File: src/rtl/wavetable_pkg.sv
// Shared widths, FSM encoding, voice config record and helpers for the polyphonic wavetable oscillator.
package wavetable_pkg;

    // Ceiling log2 for constant width derivation.
    function automatic int unsigned clog2(input int unsigned n);
        int unsigned r;
        int unsigned v;
        r = 0;
        v = 1;
        while (v < n) begin
            v = v << 1;
            r = r + 1;
        end
        return r;
    endfunction

    localparam int unsigned DATAWIDTH = 16;
    localparam int unsigned ADDRWIDTH = 8;
    localparam int unsigned FRACWIDTH = 8;
    localparam int unsigned BANKWIDTH = 2;
    localparam int unsigned VOLWIDTH  = 5;
    localparam int unsigned VOICES    = 4;

    localparam int unsigned VIDXW  = (VOICES > 1) ? clog2(VOICES) : 1;
    localparam int unsigned PHASEW = ADDRWIDTH + FRACWIDTH;
    // Sum of VOICES products of signed sample x unsigned volume never overflows this width.
    localparam int unsigned ACCW   = DATAWIDTH + VOLWIDTH + VIDXW;

    localparam logic signed [ACCW-1:0] SAT_HI = ACCW'((2 ** (DATAWIDTH - 1)) - 1);
    localparam logic signed [ACCW-1:0] SAT_LO = ~SAT_HI;

    typedef enum logic [1:0] {
        ST_IDLE = 2'd0,
        ST_ADDR = 2'd1,
        ST_DATA = 2'd2,
        ST_OUT  = 2'd3
    } state_e;

    typedef struct packed {
        logic [PHASEW-1:0]    inc;
        logic [BANKWIDTH-1:0] bank;
        logic [VOLWIDTH-1:0]  vol;
        logic                 sub_en;
    } voice_cfg_t;

    // Clamp a wide signed value into the signed sample range.
    function automatic logic [DATAWIDTH-1:0] sat(input logic signed [ACCW-1:0] x);
        if (x > SAT_HI) begin
            return DATAWIDTH'(SAT_HI);
        end else if (x < SAT_LO) begin
            return DATAWIDTH'(SAT_LO);
        end else begin
            return DATAWIDTH'(x);
        end
    endfunction

endpackage

File: src/rtl/wt_mix_acc.sv
// Signed multiply-accumulate of voice samples with a saturated, gain-normalised output.
module wt_mix_acc
    import wavetable_pkg::*;
(
    input  logic                        clk,
    input  logic                        rst,
    input  logic                        clr,
    input  logic                        acc_en,
    input  logic signed [DATAWIDTH-1:0] sample,
    input  logic        [VOLWIDTH-1:0]  vol,
    output logic        [DATAWIDTH-1:0] sat_c
);

    logic signed [ACCW-1:0]   acc_q;
    logic signed [ACCW-1:0]   acc_d;
    logic signed [ACCW-1:0]   prod_c;
    logic signed [ACCW-1:0]   shifted_c;
    logic signed [VOLWIDTH:0] vol_s;

    // Next accumulator value and the scaled, saturated view of the current one.
    always_comb begin
        vol_s     = {1'b0, vol};
        prod_c    = ACCW'(sample) * ACCW'(vol_s);
        acc_d     = acc_q;
        if (clr) begin
            acc_d = '0;
        end else if (acc_en) begin
            acc_d = acc_q + prod_c;
        end
        // Volume 16 is unity, so drop VOLWIDTH-1 fraction bits.
        shifted_c = acc_q >>> (VOLWIDTH - 1);
        sat_c     = sat(shifted_c);
    end

    // Accumulator register.
    always_ff @(posedge clk or posedge rst) begin
        if (rst) begin
            acc_q <= '0;
        end else begin
            acc_q <= acc_d;
        end
    end

endmodule

File: src/rtl/wavetable_poly.sv
// Polyphonic wavetable oscillator: VOICES voices share one RAM port, mixed once per sample frame.
module wavetable_poly
    import wavetable_pkg::*;
(
    input  logic                 clk,
    input  logic                 rst,
    input  logic                 enable,
    input  logic                 sample_tick,
    input  logic                 cfg_we,
    input  logic [VIDXW-1:0]     cfg_voice,
    input  logic [PHASEW-1:0]    cfg_inc,
    input  logic [BANKWIDTH-1:0] cfg_bank,
    input  logic [VOLWIDTH-1:0]  cfg_vol,
    input  logic                 cfg_sub_en,
    input  logic                 cfg_phase_clr,
    output logic [ADDRWIDTH-1:0] RADDR,
    output logic [BANKWIDTH-1:0] RBANK,
    output logic                 RCLK,
    input  logic [DATAWIDTH-1:0] RDATA,
    output logic [DATAWIDTH-1:0] dout,
    output logic                 dout_valid,
    output logic [VOICES-1:0]    SUB_OUT,
    output logic                 busy,
    output logic                 overrun
);

    state_e               state_q, state_d;
    logic [VIDXW-1:0]     v_q, v_d;
    voice_cfg_t           cfg_q   [VOICES];
    voice_cfg_t           cfg_d   [VOICES];
    logic [PHASEW-1:0]    phase_q [VOICES];
    logic [PHASEW-1:0]    phase_d [VOICES];
    logic [VOICES-1:0]    sub_q, sub_d;
    logic [ADDRWIDTH-1:0] raddr_q, raddr_d;
    logic [BANKWIDTH-1:0] rbank_q, rbank_d;
    logic                 rclk_q, rclk_d;
    logic [DATAWIDTH-1:0] dout_q, dout_d;
    logic                 dout_valid_q, dout_valid_d;
    logic                 busy_q, busy_d;
    logic                 overrun_q, overrun_d;
    logic                 mac_clr, mac_en;
    logic [DATAWIDTH-1:0] mix_sat_c;
    logic [PHASEW:0]      sum_c;
    logic                 wr_c;

    wt_mix_acc u_mix (
        .clk    (clk),
        .rst    (rst),
        .clr    (mac_clr),
        .acc_en (mac_en),
        .sample (RDATA),
        .vol    (cfg_q[v_q].vol),
        .sat_c  (mix_sat_c)
    );

    // FSM state register.
    always_ff @(posedge clk or posedge rst) begin
        if (rst) begin
            state_q <= ST_IDLE;
        end else begin
            state_q <= state_d;
        end
    end

    // Next state: dropping enable aborts any frame back to idle.
    always_comb begin
        state_d = state_q;
        if (!enable) begin
            state_d = ST_IDLE;
        end else begin
            case (state_q)
                ST_IDLE: if (sample_tick) state_d = ST_ADDR;
                ST_ADDR: state_d = ST_DATA;
                ST_DATA: state_d = (v_q == VIDXW'(VOICES - 1)) ? ST_OUT : ST_ADDR;
                ST_OUT:  state_d = ST_IDLE;
                default: state_d = ST_IDLE;
            endcase
        end
    end

    // Voice register file, phase accumulators and sub squares; config writes override frame updates.
    always_comb begin
        sum_c = '0;
        wr_c  = 1'b0;
        sub_d = sub_q;
        for (int i = 0; i < VOICES; i++) begin
            cfg_d[i]   = cfg_q[i];
            phase_d[i] = phase_q[i];
            wr_c       = cfg_we && (cfg_voice == VIDXW'(i));
            if ((state_q == ST_DATA) && enable && (v_q == VIDXW'(i))) begin
                sum_c      = {1'b0, phase_q[i]} + {1'b0, cfg_q[i].inc};
                phase_d[i] = sum_c[PHASEW-1:0];
                if (sum_c[PHASEW]) begin
                    sub_d[i] = ~sub_q[i];
                end
            end
            if (wr_c) begin
                cfg_d[i].inc    = cfg_inc;
                cfg_d[i].bank   = cfg_bank;
                cfg_d[i].vol    = cfg_vol;
                cfg_d[i].sub_en = cfg_sub_en;
                if (cfg_phase_clr) begin
                    phase_d[i] = '0;
                end
            end
            if (!cfg_d[i].sub_en) begin
                sub_d[i] = 1'b0;
            end
        end
    end

    // Outputs and sequencing controls derived from current and next state.
    always_comb begin
        v_d          = v_q;
        raddr_d      = raddr_q;
        rbank_d      = rbank_q;
        rclk_d       = 1'b0;
        dout_d       = dout_q;
        dout_valid_d = 1'b0;
        busy_d       = (state_d != ST_IDLE);
        overrun_d    = overrun_q | (sample_tick & (state_q != ST_IDLE));
        mac_clr      = 1'b0;
        mac_en       = 1'b0;
        case (state_q)
            ST_IDLE: begin
                if (state_d == ST_ADDR) begin
                    v_d     = '0;
                    mac_clr = 1'b1;
                end
            end
            ST_DATA: begin
                if (enable) begin
                    mac_en = 1'b1;
                    if (state_d == ST_ADDR) begin
                        v_d = v_q + VIDXW'(1);
                    end
                end
            end
            ST_OUT: begin
                if (enable) begin
                    dout_d       = mix_sat_c;
                    dout_valid_d = 1'b1;
                end
            end
            default: ;
        endcase
        // Present the read request for the coming ADDR cycle.
        if (state_d == ST_ADDR) begin
            rclk_d  = 1'b1;
            raddr_d = phase_d[v_d][PHASEW-1 -: ADDRWIDTH];
            rbank_d = cfg_d[v_d].bank;
        end
    end

    // Datapath and output registers.
    always_ff @(posedge clk or posedge rst) begin
        if (rst) begin
            v_q          <= '0;
            sub_q        <= '0;
            raddr_q      <= '0;
            rbank_q      <= '0;
            rclk_q       <= 1'b0;
            dout_q       <= '0;
            dout_valid_q <= 1'b0;
            busy_q       <= 1'b0;
            overrun_q    <= 1'b0;
            for (int i = 0; i < VOICES; i++) begin
                cfg_q[i]   <= '0;
                phase_q[i] <= '0;
            end
        end else begin
            v_q          <= v_d;
            sub_q        <= sub_d;
            raddr_q      <= raddr_d;
            rbank_q      <= rbank_d;
            rclk_q       <= rclk_d;
            dout_q       <= dout_d;
            dout_valid_q <= dout_valid_d;
            busy_q       <= busy_d;
            overrun_q    <= overrun_d;
            for (int i = 0; i < VOICES; i++) begin
                cfg_q[i]   <= cfg_d[i];
                phase_q[i] <= phase_d[i];
            end
        end
    end

    assign RADDR      = raddr_q;
    assign RBANK      = rbank_q;
    assign RCLK       = rclk_q;
    assign dout       = dout_q;
    assign dout_valid = dout_valid_q;
    assign SUB_OUT    = sub_q;
    assign busy       = busy_q;
    assign overrun    = overrun_q;

endmodule

File: config.mk
export PLATFORM = sky130hd
export DESIGN_NAME = wavetable_poly
export DESIGN_NICKNAME = d
export VERILOG_FILES = /design/src/rtl/wavetable_pkg.sv /design/src/rtl/wt_mix_acc.sv /design/src/rtl/wavetable_poly.sv
export SDC_FILE = /design/constraint.sdc
export NUM_CORES = 1
export LEC_CHECK = 0
export CORE_MARGIN = 5
export CORE_UTILIZATION = 54
export CTS_CLUSTER_SIZE = 16
export DETAILED_ROUTE_END_ITERATION = 10
export GPL_TIMING_DRIVEN = 0
export PLACE_DENSITY_LB_ADDON = 0.3
export SYNTH_ARGS = -nofsm -noshare
export SYNTH_HDL_FRONTEND = slang
export SYNTH_HIERARCHICAL = 1
export SYNTH_SLANG_ARGS = --single-unit
export TNS_END_PERCENT = 100
File: constraint.sdc
create_clock -name clk -period 12.7 [get_ports clk]
set_clock_uncertainty 0.05 [all_clocks]
set_input_delay 2.54 -clock clk [delete_from_list [all_inputs] [get_ports clk]]
set_output_delay 2.54 -clock clk [all_outputs]
set_load 0.005 [all_outputs]
==> flow_metrics.env, run 1 <==
export IMPL_root_buffer="clkbuf_16"
export IMPL_worstSkewPairLatency_ns=0.53
export IMPL_routed_wl_um=37800
export IMPL_p_per_area_mw_per_mm2=234
export IMPL_dieHeight_um=180
export IMPL_path_class="input pin to flip-flop"
export IMPL_synth_seq_cells=221
export IMPL_placementRows=62
export IMPL_synth_most_common_cell="dfrtp_1"
export IMPL_grt_max_degree=122
export IMPL_reg2reg_to="u_mix/acc_q[19]"
export IMPL_dr_first_iter_drc_count=649
export IMPL_status="finished clean"
export IMPL_cp_required_ns=13.06
export IMPL_grt_pass1_wl_um=62300
export IMPL_antenna_found_initial=0
export IMPL_dp_hpwl_um=29200
export IMPL_antenna_left=0
export IMPL_clkTransAtPathRegs_ns=0.06
export IMPL_min_from="RBANK[0]"
export IMPL_fmax_mhz=142
export IMPL_first_global_vias=12276
export IMPL_holdPathEnd="RBANK[0]"
export IMPL_num_antenna_cells=0
export IMPL_cp_data_arrival_time_ns=7.43
export IMPL_drt_first_pass_iters=5
export IMPL_synthTopCellsByCount="dfrtp_1, inv_1, nand2_1"
export IMPL_ys_async_sr_fraction_pct=100
export IMPL_r2r_start="v_q[0]"
export IMPL_worstHoldPathCells=2
export IMPL_multi_input_area_mm2=0.00937
export IMPL_drive_above_1_share_pct=11.1
export IMPL_hold_violations=0
export IMPL_grt_use_total_pct=23.0
export IMPL_cts_hold_buf=0
export IMPL_drc=0
export IMPL_synth_cells=1542
export IMPL_die_x_um=180
export IMPL_place_gp_congestion=0.931
export IMPL_viasPerCell=5.77
export IMPL_coreArea_mm2=0.0286
export IMPL_synth_area_leaders="dfrtp_1, fa_1, ha_1, mux2_2, and2_1"
export IMPL_numCtsBuffers=24
export IMPL_hold_class="flip-flop to flip-flop"
export IMPL_drv_slew=0
export IMPL_fin_tns_setup_ns=0
export IMPL_power_leakage_uw=0.00819
export IMPL_finalSetupViolCount=0
export IMPL_dieArea_mm2=0.0324
export IMPL_worstMarginPinSlew_ns=0.959
export IMPL_portBuffers=81
export IMPL_register_area_mm2=0.00553
export IMPL_synth_edf_count=0
export IMPL_synth_net_count=1779
export IMPL_r2r_cells=19
export IMPL_grt_remaining_overflow=0
export IMPL_ys_seq_area_share_pct=35.4
export IMPL_period_minus_slack_ns=7.07
export IMPL_area_growth_pct=13.6
export IMPL_cts_resized=0
export IMPL_htreeDepth=1
export IMPL_synth_top_area_share_pct=35.4
export IMPL_cts_setup_buffers=0
export IMPL_r2r_setup_slack_ns=6.24
export IMPL_final_nets=1887
export IMPL_drt_wirelength_per_cell_um=18.5
export IMPL_ys_types=82
export IMPL_tritoncts="built"
export IMPL_vdd_drop_max_uv=123
export IMPL_synth_warnings=6
export IMPL_grt_setup_unrepaired="false"
export IMPL_fillers=2373
export IMPL_endpoint_kind="flip-flop"
export IMPL_max_slew_margin_rel_pct=36.0
export IMPL_cts_path_max_buffers=3
export IMPL_period_share_pct=55.6
export IMPL_crit_fanout=5
export IMPL_cap_viol_max_count=0
export IMPL_start_util_pct=54.5
export IMPL_synth_top_flop_cell="dfrtp_1"
export IMPL_synth_area_per_cell_um2=10.1
export IMPL_cts_sinks=221
export IMPL_synth_area_mm2=0.0156
export IMPL_whs_ns=0.436
export IMPL_via_count=11804
export IMPL_io_pin_count=82
export IMPL_cp_start_kind="input pin"
export IMPL_yosysTopAreaCell="dfrtp_1"
==> worst max path at each step <==
| stage | start | end | slack [ns] | cells past startpoint |
|---|---|---|---|---|
| 4_1_cts | RDATA[5] | u_mix/acc_q[20] | 5.65 | 18 |
| 3_3_place_gp | rst | phase_q[53] | 2.09 | 2 |
| 5_1_grt | RDATA[5] | u_mix/acc_q[19] | 5.41 | 19 |
| 2_1_floorplan | rst | RADDR[0] | 4.71 | 1 |
| 3_5_place_dp | RDATA[5] | u_mix/acc_q[20] | 5.11 | 18 |
| 6_report | RDATA[5] | u_mix/acc_q[20] | 5.63 | 18 |
==> cell usage in the layout (no fill, tap or decap), types with 4 or more instances in the layout <==
cell / instances
ha_1: 116
and3_1: 5
nand2_1: 131
inv_1: 133
xnor2_1: 43
o21ai_0: 50
a211o_1: 4
o31a_1: 4
and2_1: 86
mux2i_1: 25
nand4_1: 8
bufinv_16: 4
clkbuf_1: 46
o211ai_1: 9
o21ai_1: 5
xor2_1: 20
mux2_2: 115
o22ai_1: 6
clkbuf_16: 24
dfrtp_1: 221
nor2b_1: 8
nor3_1: 24
o21bai_1: 10
a211oi_1: 27
fa_1: 73
nand2b_1: 12
nor2_1: 88
or3_1: 9
clkdlybuf4s50_1: 81
a31oi_1: 16
a21oi_1: 97
nand3_1: 22
a22o_1: 5
o21a_1: 24
a21o_1: 22
mux4_2: 5
==> worst max-delay path: stages <==
cell and delay, ns:
clkdlybuf4s50_1 0.49, and2_1 0.22, fa_1 0.53, inv_1 0.05
fa_1 0.53, inv_1 0.05, fa_1 0.48, inv_1 0.06
fa_1 0.48, inv_1 0.05, ha_1 0.36, nand4b_1 0.17
a21oi_2 0.26, o41ai_4 0.12, o21ai_2 0.30, a31oi_1 0.15
or4b_1 0.48, o311ai_0 0.11
==> per-layer routing <==
metal / vias up / wire (um) / track usage, %
li1: 5578 / - / -
met1: 5871 / 16000 / 29.5
met2: 298 / 19300 / 41.8
met3: 57 / 1540 / 2.53
met4: 0 / 887 / 5.91
met5: - / 0 / 0
==> cells by family (layout without fill, tap and decap cells) <==
kind of cell | count (synthesis) | after routing | synth area share (%)
fa+ha+maj | 189 | 189 | 18.7
buf+inv | 182 | 303 | 4.52
simple gates | 419 | 419 | 13.4
compound gates | 323 | 323 | 13.8
flops | 221 | 221 | 35.4
mux | 145 | 145 | 10.6
xor+xnor | 63 | 63 | 3.54
==> report_power, final <==
part	total (uW)	internal [uW]	switching, uW
registers	955	853	102
logic	2470	1090	1380
clock network	716	438	278
total	4150	2380	1760
==> cell type report <==
class | count | share of cell area, %
Timing Repair Buffer | 82 | 4.73
Buffer | 48 | 1.14
Clock inverter | 8 | 0.854
Inverter | 134 | 2.88
Sequential cell | 221 | 31.2
Multi-Input combinational cell | 1139 | 52.8
Tap cell | 384 | 2.71
Clock buffer | 31 | 3.65
==> metrics by stage <==
stage                     power [uW]  instances  worst slack [ns]  instance area, um2  util (%)
final                           4150       2047              5.63               17700      61.9
after global routing            4530       2047              5.41               17700      61.9
after CTS                       4150       2047              5.65               17700      61.9
after detailed placement        3400       2008              5.11               16900      59.1
after global placement          3330       2007              2.09               16900      59.0
after floorplan                 2820       1542              4.71               15600         -
No activity file was read; power rests on OpenSTA's default activity.
==> run 2, diff against run 1 <==
==> constraint.sdc (replaced) <==
create_clock -name clk -period 6.9 [get_ports clk]
set_clock_uncertainty 0.05 [all_clocks]
set_input_delay 1.38 -clock clk [delete_from_list [all_inputs] [get_ports clk]]
set_output_delay 1.38 -clock clk [all_outputs]
set_load 0.005 [all_outputs]
==> flow_metrics.env, run 2 (synthesis results as in run 1) <==
export IMPL_status="finished clean"
export IMPL_fmax_mhz=155
export IMPL_layout_commonest_cell="dfrtp_1"
export IMPL_finalSetupViolCount=0
export IMPL_seq_power_share_pct=23.0
export IMPL_final_nets=1887
export IMPL_post_route_util_pct=61.9
export IMPL_numCtsBuffers=24
export IMPL_power_net_switching_uw=3240
export IMPL_r2r_cells=19
export IMPL_switching_share_pct=42.5
export IMPL_vdd_drop_max_uv=228
export IMPL_register_area_mm2=0.00553
export IMPL_drive_above_1_share_pct=11.1
export IMPL_drt_first_pass_iters=5
export IMPL_cp_required_ns=7.24
export IMPL_antenna_found_initial=0
export IMPL_internal_power_uw=4390
export IMPL_grt_max_degree=122
export IMPL_hold_class="flip-flop to flip-flop"
export IMPL_drv_slew=0
export IMPL_num_antenna_cells=0
export IMPL_dp_hpwl_um=29200
export IMPL_holdPathEnd="RBANK[0]"
export IMPL_dieArea_mm2=0.0324
export IMPL_cts_hold_buf=0
export IMPL_cp_slowest_cell="mux4_2"
export IMPL_fillers=2373
export IMPL_endpoint_kind="flip-flop"
export IMPL_worstSkewPairLatency_ns=0.52
export IMPL_start_util_pct=54.5
export IMPL_cap_viol_max_count=0
export IMPL_crit_fanout=10
export IMPL_tritoncts="built"
export IMPL_area_growth_pct=13.6
export IMPL_grt_pass1_wl_um=62300
export IMPL_drt_wirelength_per_cell_um=18.4
export IMPL_final_cells=2047
export IMPL_layout_setup_ws_ns=0.447
export IMPL_slowest_delay_ns=0.72
export IMPL_period_share_pct=93.5
export IMPL_dp_cells=2008
export IMPL_worstPathBufferInverterCount=4
export IMPL_routed_wl_um=37700
export IMPL_r2r_start="v_q[0]"
export IMPL_io_pin_count=82
export IMPL_antenna_left=0
export IMPL_fin_tns_setup_ns=0
export IMPL_worstHoldPathCells=2
export IMPL_viasPerCell=5.76
export IMPL_cts_path_max_buffers=3
export IMPL_crit_chain="clkbuf_1, mux4_2, clkbuf_1, and2_1, fa_1, fa_1, fa_1, inv_1, fa_1, inv_1, ha_1, o21ai_0, a211oi_1, o21ai_1, a21oi_1, o31a_1, o41ai_1, xor2_1, o22ai_1"
export IMPL_drc=0
export IMPL_power_leakage_uw=0.00819
export IMPL_pre_cts_slack_ns=0.426
export IMPL_first_global_vias=12267
export IMPL_cp_start_kind="flip-flop"
export IMPL_via_count=11800
export IMPL_dieHeight_um=180
export IMPL_reg2reg_to="u_mix/acc_q[19]"
export IMPL_die_x_um=180
export IMPL_p_per_area_mw_per_mm2=430
export IMPL_cts_resized=0
export IMPL_coreArea_mm2=0.0286
export IMPL_cts_sinks=221
export IMPL_root_buffer="clkbuf_16"
export IMPL_p_comb_share_pct=59.7
export IMPL_dr_first_iter_drc_count=611
export IMPL_htreeDepth=1
export IMPL_path_delay_family="adder cells"
export IMPL_hold_violations=0
export IMPL_cp_data_arrival_time_ns=6.79
export IMPL_grt_use_total_pct=23.0
export IMPL_grt_setup_unrepaired="false"
export IMPL_cp_common_cell="fa_1"
export IMPL_worstMarginPinSlew_ns=0.955
export IMPL_r2r_setup_slack_ns=0.45
export IMPL_grt_remaining_overflow=0
export IMPL_path_class="flip-flop to flip-flop"
export IMPL_portBuffers=81
export IMPL_min_from="RBANK[0]"
export IMPL_clkPwrFrac_pct=17.3
export IMPL_place_gp_congestion=0.931
export IMPL_cts_setup_buffers=0
export IMPL_clkTransAtPathRegs_ns=0.06
export IMPL_final_cell_area_mm2=0.0177
export IMPL_max_slew_margin_rel_pct=36.2
export IMPL_placementRows=62
export IMPL_period_minus_slack_ns=6.45
export IMPL_final_cell_mix="dfrtp_1, inv_1, nand2_1, ha_1, mux2_2"
export IMPL_critPathLaunch="v_q[0]"
export IMPL_multi_input_area_mm2=0.00937
export IMPL_place_area_mm2=0.0169
==> run 2: layout make-up <==
type / instances / share of cell area (%)
Buffer: 48 / 1.14
Clock buffer: 31 / 3.65
Clock inverter: 8 / 0.854
Inverter: 134 / 2.88
Multi-Input combinational cell: 1139 / 52.8
Sequential cell: 221 / 31.2
Tap cell: 384 / 2.71
Timing Repair Buffer: 82 / 4.73
==> run 2: metrics by stage <==
stage | hold WS (ns) | total power [uW]
global route | 0.459 | 8330
CTS | 0.442 | 7640
global placement | 0.414 | 6130
floorplan | 0.404 | 5200
detailed placement | 0.430 | 6260
finish | 0.435 | 7630
==> run 2: tightest hold or removal path, stage by stage (launching register included) <==
cell and delay [ns]:
dfrtp_1 0.34, nand2_1 0.05, o21ai_0 0.06
==> run 2: worst max path at each step <==
stage	end	cells after the start
global placement	phase_q[53]	2
CTS	u_mix/acc_q[20]	20
finish	u_mix/acc_q[19]	19
detailed placement	u_mix/acc_q[20]	20
global route	u_mix/acc_q[19]	19
floorplan	RADDR[0]	1
==> run 2: power by group through the flow <==
stage	Combinational (uW)	Sequential, uW	Clock [uW]
floorplan	3480	1720	0
global placement	4360	1770	0
detailed placement	4480	1780	0
CTS	4540	1760	1340
global route	5150	1790	1400
finish	4550	1760	1320
==> run 2: metal layers <==
layer / track usage, % / vias to the layer above / routed length, um
met5: 0 / - / 0
met4: 5.76 / 0 / 868
met3: 2.51 / 53 / 1610
met2: 41.8 / 297 / 19300
met1: 29.5 / 5875 / 15900
li1: - / 5575 / -
==> run 3, diff against run 2 <==
--- a/config.mk
+++ b/config.mk
@@ -5,6 +5,7 @@
 export SDC_FILE = /design/constraint.sdc
 export NUM_CORES = 1
 export LEC_CHECK = 0
+export ABC_CLOCK_PERIOD_IN_PS = 6900
 export CORE_MARGIN = 5
 export CORE_UTILIZATION = 54
 export CTS_CLUSTER_SIZE = 16
==> results of run 3 <==
No change in the layout: final DEF, timing and power equal those of run 2.
